==> config.mk <==
export PLATFORM = sky130hd
export DESIGN_NAME = mod_updown_counter
export DESIGN_NICKNAME = d
export VERILOG_FILES = /design/src/rtl/counter_pkg.sv /design/src/rtl/mod_prescaler.sv /design/src/rtl/mod_updown_counter.sv
export SDC_FILE = /design/constraint.sdc
export NUM_CORES = 1
export LEC_CHECK = 0
export ABC_AREA = 1
export BUFFER_PORTS_ARGS = -buffer_cell sky130_fd_sc_hd__buf_2
export CAP_MARGIN = 20
export CORE_AREA = 2 2 39 41
export DETAILED_ROUTE_END_ITERATION = 8
export DIE_AREA = 0 0 41 43
export PLACE_DENSITY = 0.49
export REMOVE_ABC_BUFFERS = 1
export SLEW_MARGIN = 0
export SYNTH_ARGS = -nofsm -noshare
export SYNTH_HDL_FRONTEND = slang
export SYNTH_SLANG_ARGS = --single-unit
==> constraint.sdc <==
create_clock -name clock -period 2.7 [get_ports clock]
set_input_delay 0.27 -clock clock [delete_from_list [all_inputs] [get_ports clock]]
set_output_delay 0.27 -clock clock [all_outputs]
set_load 0.02 [all_outputs]
==> src/rtl/counter_pkg.sv <==
// counter_pkg: shared constants for the up/down counter family.
// Direction encoding and legal parameter ranges.
package counter_pkg;

  localparam logic DIR_UP   = 1'b1;
  localparam logic DIR_DOWN = 1'b0;

  localparam int WIDTH_MIN = 1;
  localparam int WIDTH_MAX = 32;

  localparam longint unsigned MODULUS_MIN = 2;

  localparam int PRESCALE_MIN = 1;
  localparam int PRESCALE_MAX = 256;

  // Largest modulus a WIDTH-bit count can represent.
  function automatic longint unsigned modulus_max(int w);
    return 64'd1 << w;
  endfunction

endpackage

==> src/rtl/mod_prescaler.sv <==
// mod_prescaler: divides enabled cycles by PRESCALE.
// step fires on the last enabled cycle of each window.
module mod_prescaler #(
  parameter int PRESCALE = 2
) (
  input  logic clock,
  input  logic reset,
  input  logic enable,
  input  logic clear,
  output logic step
);

  localparam int PW =
    (PRESCALE > 1) ? $clog2(PRESCALE) : 1;
  localparam logic [PW-1:0] LAST = PW'(PRESCALE - 1);

  logic [PW-1:0] r_cnt;
  logic          w_last;

  assign w_last = (r_cnt == LAST);
  assign step   = enable & w_last;

  // Window position: restarts on clear, frozen while disabled.
  always_ff @(posedge clock or negedge reset) begin
    if (!reset) begin
      r_cnt <= '0;
    end else if (clear) begin
      r_cnt <= '0;
    end else if (enable) begin
      r_cnt <= w_last ? '0 : r_cnt + 1'b1;
    end
  end

endmodule

==> src/rtl/mod_updown_counter.sv <==
// mod_updown_counter: synchronous modulo up/down counter with
// prescaler, clear/load and wrap-or-saturate at the ends.
module mod_updown_counter
  import counter_pkg::*;
#(
  parameter int              WIDTH    = 3,
  parameter longint unsigned MODULUS  = 8,
  parameter bit              SATURATE = 1'b0,
  parameter int              PRESCALE = 1
) (
  input  logic             clock,
  input  logic             reset,
  input  logic             enable,
  input  logic             clear,
  input  logic             load,
  input  logic [WIDTH-1:0] load_value,
  input  logic             up_down,
  output logic [WIDTH-1:0] count,
  output logic             tc,
  output logic             wrap
);

  localparam int WP1 = WIDTH + 1;
  localparam logic [WIDTH:0] MAXV = WP1'(MODULUS - 1);

  if (WIDTH < WIDTH_MIN || WIDTH > WIDTH_MAX)
  begin : g_bad_width
    $fatal(1, "mod_updown_counter: WIDTH out of range");
  end

  if (MODULUS < MODULUS_MIN ||
      MODULUS > modulus_max(WIDTH))
  begin : g_bad_mod
    $fatal(1, "mod_updown_counter: MODULUS out of range");
  end

  if (PRESCALE < PRESCALE_MIN ||
      PRESCALE > PRESCALE_MAX)
  begin : g_bad_pre
    $fatal(1, "mod_updown_counter: PRESCALE out of range");
  end

  logic [WIDTH-1:0] r_count;
  logic             r_wrap;
  logic             w_step;
  logic [WIDTH:0]   w_cur;
  logic [WIDTH:0]   w_nxt;
  logic             w_wrap_nxt;
  logic             w_ld_ok;
  logic             w_unused_msb;

  // Load or clear also restarts the prescaler window.
  if (PRESCALE == 1) begin : g_no_pre
    assign w_step = enable;
  end else begin : g_pre
    mod_prescaler #(
      .PRESCALE(PRESCALE)
    ) u_pre (
      .clock (clock),
      .reset (reset),
      .enable(enable),
      .clear (clear | load),
      .step  (w_step)
    );
  end

  assign w_cur        = {1'b0, r_count};
  assign w_ld_ok      = ({1'b0, load_value} <= MAXV);
  assign w_unused_msb = w_nxt[WIDTH];

  // Next count: clear > load > step > hold.
  always_comb begin
    w_nxt      = w_cur;
    w_wrap_nxt = 1'b0;
    if (clear) begin
      w_nxt = '0;
    end else if (load) begin
      w_nxt = w_ld_ok ? {1'b0, load_value} : '0;
    end else if (w_step) begin
      if (up_down == DIR_UP) begin
        if (w_cur == MAXV) begin
          if (!SATURATE) begin
            w_nxt      = '0;
            w_wrap_nxt = 1'b1;
          end
        end else begin
          w_nxt = w_cur + 1'b1;
        end
      end else begin
        if (w_cur == '0) begin
          if (!SATURATE) begin
            w_nxt      = MAXV;
            w_wrap_nxt = 1'b1;
          end
        end else begin
          w_nxt = w_cur - 1'b1;
        end
      end
    end
  end

  // Count and wrap pulse registers.
  always_ff @(posedge clock or negedge reset) begin
    if (!reset) begin
      r_count <= '0;
      r_wrap  <= 1'b0;
    end else begin
      r_count <= w_nxt[WIDTH-1:0];
      r_wrap  <= w_wrap_nxt;
    end
  end

  assign count = r_count;
  assign wrap  = r_wrap;
  assign tc    = (up_down == DIR_UP) ? (w_cur == MAXV)
                                     : (w_cur == '0);

endmodule
After elaboration in Yosys (flattened, before gate mapping). Index checks and enable logic that the tools add are counted.

Register bits after elaboration: 4. Output and inout port bits: 5.

Add/subtract/negate cells: 2. Equal/unequal tests: 1. Muxes and demuxes: 13. Reductions and logical operators: 2.

Operator list (number): $mux W3 (6); $mux W1 (7); $logic_not A4 Y1 (1); $add A3 B1 Y3 const B (1); $eq A3 B3 Y1 const B (1); $reduce_bool A3 Y1 (1); $sub A3 B1 Y3 const B (1).

Logic depth before layout (Yosys ltp).
Depth in word-level cells: 6. Gate-level depth with buffers: 10.

Worst setup path before layout. No wires, ideal clock.

Kind: flip-flop to output port. From: reg r_count[1] (netlist: count[1]). To: out tc. Data arrival time: 1.194 ns. Stages on the path, launching flop included: 5. Setup slack: 1.236 ns. Buffers on the path: 0. Cells stage by stage: dfrtp_1 -> ha_1 -> ha_1 -> inv_1 -> o21ai_1.

Word-level cells in the longest chain between the ends: 2. Elaborated cells on any way between the ends: 3. Those cells by class: eq/ne (1); mux (1); reduce/logical (1).

RTL lines: start, declared (line mod_updown_counter.sv:43) `logic [WIDTH-1:0] r_count;`; start signal, assigned (line mod_updown_counter.sv:108) `r_count <= w_nxt[WIDTH-1:0];`; $eq A3 B3 Y1 or $logic_not A4 Y1 (tied branches) (line mod_updown_counter.sv:115, mod_updown_counter.sv:116); $mux W1 (*) (line mod_updown_counter.sv:115) `assign tc = (up_down == DIR_UP) ? (w_cur == MAXV)`; end, declared (line mod_updown_counter.sv:19) `output logic tc,`.

Mark *: on every way between the ends. The rest lies on a longest branch, timed or not.

Worst setup path in the final report.
From: reg r_count[0] (netlist: count[0]). To: out tc.

The elaborated chain is that of the path after synthesis.

==> results.json <==
{
  "synth.avg_cell_area_sq_um": 6.37,
  "cts_buffer_depth": 2,
  "drt_first_pass_iters": 4,
  "cts_buffers": 3,
  "first_global_vias": 281,
  "core_sq_mm": 0.00138,
  "yosys.area_share.simple": 0.344,
  "synthCells": 53,
  "area.growth.synth_to_final_pct": 34.8,
  "power_mw": 0.202,
  "die_width_microns": 41,
  "drc": 0,
  "synth_xor_area_frac": 0,
  "ff2ff_path_depth": 7,
  "synth.largest_area_cell": "dfrtp_1",
  "synth_compound_area_frac": 0.0889,
  "synthAdderAreaFrac": 0.148,
  "seq_area_sq_um": 100,
  "drt-total-wl_microns": 661,
  "root_buffer": "clkbuf_4",
  "clkPwrFrac": 0.357,
  "p_int_mw": 0.139,
  "min_path_cells": 4,
  "rsz0062_at_grt": "no",
  "cp-start-kind": "register",
  "max_freq_mhz": 614,
  "synth_top_area_frac": 0.296,
  "layout_commonest_cell": "nand2_1",
  "cts_setup_buffers": 0,
  "power.switching_mw": 0.0633,
  "multi_input_area_sq_um": 196,
  "synth_warnings": 0,
  "hold_path.class": "in2reg",
  "drive_above_1_share": 0.271,
  "report.final.hold_viol_count": 0,
  "synth_top_family_by_area": "simple AND/OR/NAND/NOR gates",
  "routed_via_density": 3.97,
  "overflow": 0,
  "synth_mux_area_frac": 0,
  "cts_tree": "built",
  "power_density_mw_per_mm2": 444,
  "drt-wirelength-per-cell_microns": 7.69,
  "num_vias": 341,
  "tightestPinTransition_ns": 0.349,
  "slew-limit-headroom": 0.766,
  "path_clk_slew_ns": 0.04,
  "ys_types": 13,
  "antenna_cells": 0,
  "setup_slack_ns": 1.07,
  "fin_crit_sh": 0.603,
  "cap_violations": 0,
  "die_area_sq_mm": 0.00176,
  "netlist_area_sq_um": 338,
  "htree_levels": 1,
  "yosysSeqAreaShare": 0.296,
  "cp-end-kind": "primary output",
  "final_max_slew_viol_count": 0,
  "leakage_nw": 0.281,
  "p_comb_frac": 0.300,
  "tns_ns": 0,
  "grt_pass1_wl_microns": 1060,
  "initial_core_util": 0.244,
  "finalClockSkew_ns": 0.00453,
  "layout.nets": 85,
  "whs_ns": 0.333,
  "status": "finished, final reports clean",
  "path_class": "reg2out",
  "fin_cells": 86,
  "peakVddDrop_mv": 0.260,
  "dpl.cell_count": 82,
  "clock_latency_ns": 0.23,
  "post_cts_resized": 0,
  "critPathMaxFanout": 4,
  "min_period_ns": 1.63,
  "layout_common_cells": "21 x nand2_1, 13 x buf_2, 9 x inv_1",
  "grt_usage": 0.0917,
  "dp_hpwl_microns": 573,
  "cts.sinks": 4,
  "swShare": 0.313,
  "rows": 14,
  "required_ns": 2.43,
  "cp.arrival_ns": 1.36,
  "fill_cells": 158,
  "grt_max_degree": 6,
  "antenna_found_initial": 0,
  "drt_iter0_drc": 7,
  "ioPinCount": 14,
  "place_ws_ns": 1.29,
  "ys_ff_latch": 4,
  "synth.top_cells.by_area": "dfrtp_1 30%, nand2_1 23%, ha_1 15%, inv_1 10%, o21ai_1 5.9%",
  "setup_violations": 0,
  "io_buffers": 13,
  "gp_congestion": 0.682,
  "die_y_microns": 43,
  "seqPwrFrac": 0.343,
  "ant_nets": 0
}
synthesized netlist by cell type, drive strengths merged:
cell type / number
a21oi: 1
dfrtp: 4
ha: 4
inv: 11
nand2: 21
nand3: 2
nor2: 2
nor3: 1
o21ai: 5
or2: 2
path summary, 6_finish.rpt:
| check | startpoint | end | slack [ns] |
|---|---|---|---|
| setup reg to reg | count[0] | count[2] | 1.31 |
| min in group asynchronous | reset | count[1] | 0.37 |
| hold reg to reg | count[1] | count[1] | 0.52 |
| max in group asynchronous | reset | count[2] | 2.21 |
| hold / removal | enable | count[1] | 0.33 |
| setup / recovery | count[0] | tc | 1.07 |
kinds of logic after synthesis:
logic type,count (synthesis)
AOI/OAI and AO/OA,6
buffers and inverters,11
adders and majority gates,4
and+or+nand+nor,28
DFF,4
power groups by stage:
stage | clock network, mW | logic, mW | registers, mW
after CTS | 0.0767 | 0.0619 | 0.0695
after floorplan | 0 | 0.0352 | 0.0751
final | 0.0722 | 0.0606 | 0.0694
after global placement | 0 | 0.0609 | 0.0702
after global routing | 0.0840 | 0.0701 | 0.0703
after detailed placement | 0 | 0.0606 | 0.0704
registers in the layout, indices dropped and copies added (netlist names):
register / flops
count: 3
wrap: 1
critical path: stages, from the launching register on:
cell and delay (ns):
dfrtp_1 0.40, ha_1 0.21, ha_1 0.17, inv_1 0.08, o21ai_1 0.10, buf_2 0.17
area by class of cell:
type	count	share of cell area
clock buffer	3	0.0495
inverter	11	0.0907
multi-input combinational	38	0.431
sequential	4	0.220
tap	16	0.0440
timing repair buffer	14	0.165
layer usage:
layer  wire length, microns  vias up  track usage
li1                       -      195            -
met1                    337      137        0.111
met2                    299        9        0.131
met3                     25        0       0.0628
met4                      0        0       0.0200
met5                      0        -            0
through the flow:
step	area [sq um]	util
floorplan	338	-
global placement	423	0.306
detailed placement	423	0.306
CTS	455	0.329
global route	455	0.329
finish	455	0.329
timing repair:
| action | CTS | global route |
|---|---|---|
| hold buffers | 1 | 0 |
| endpoints found under the setup margin | 0 | 0 |
| hold endpoints to repair | 4 | 0 |
(Power assumes the default switching activity.)
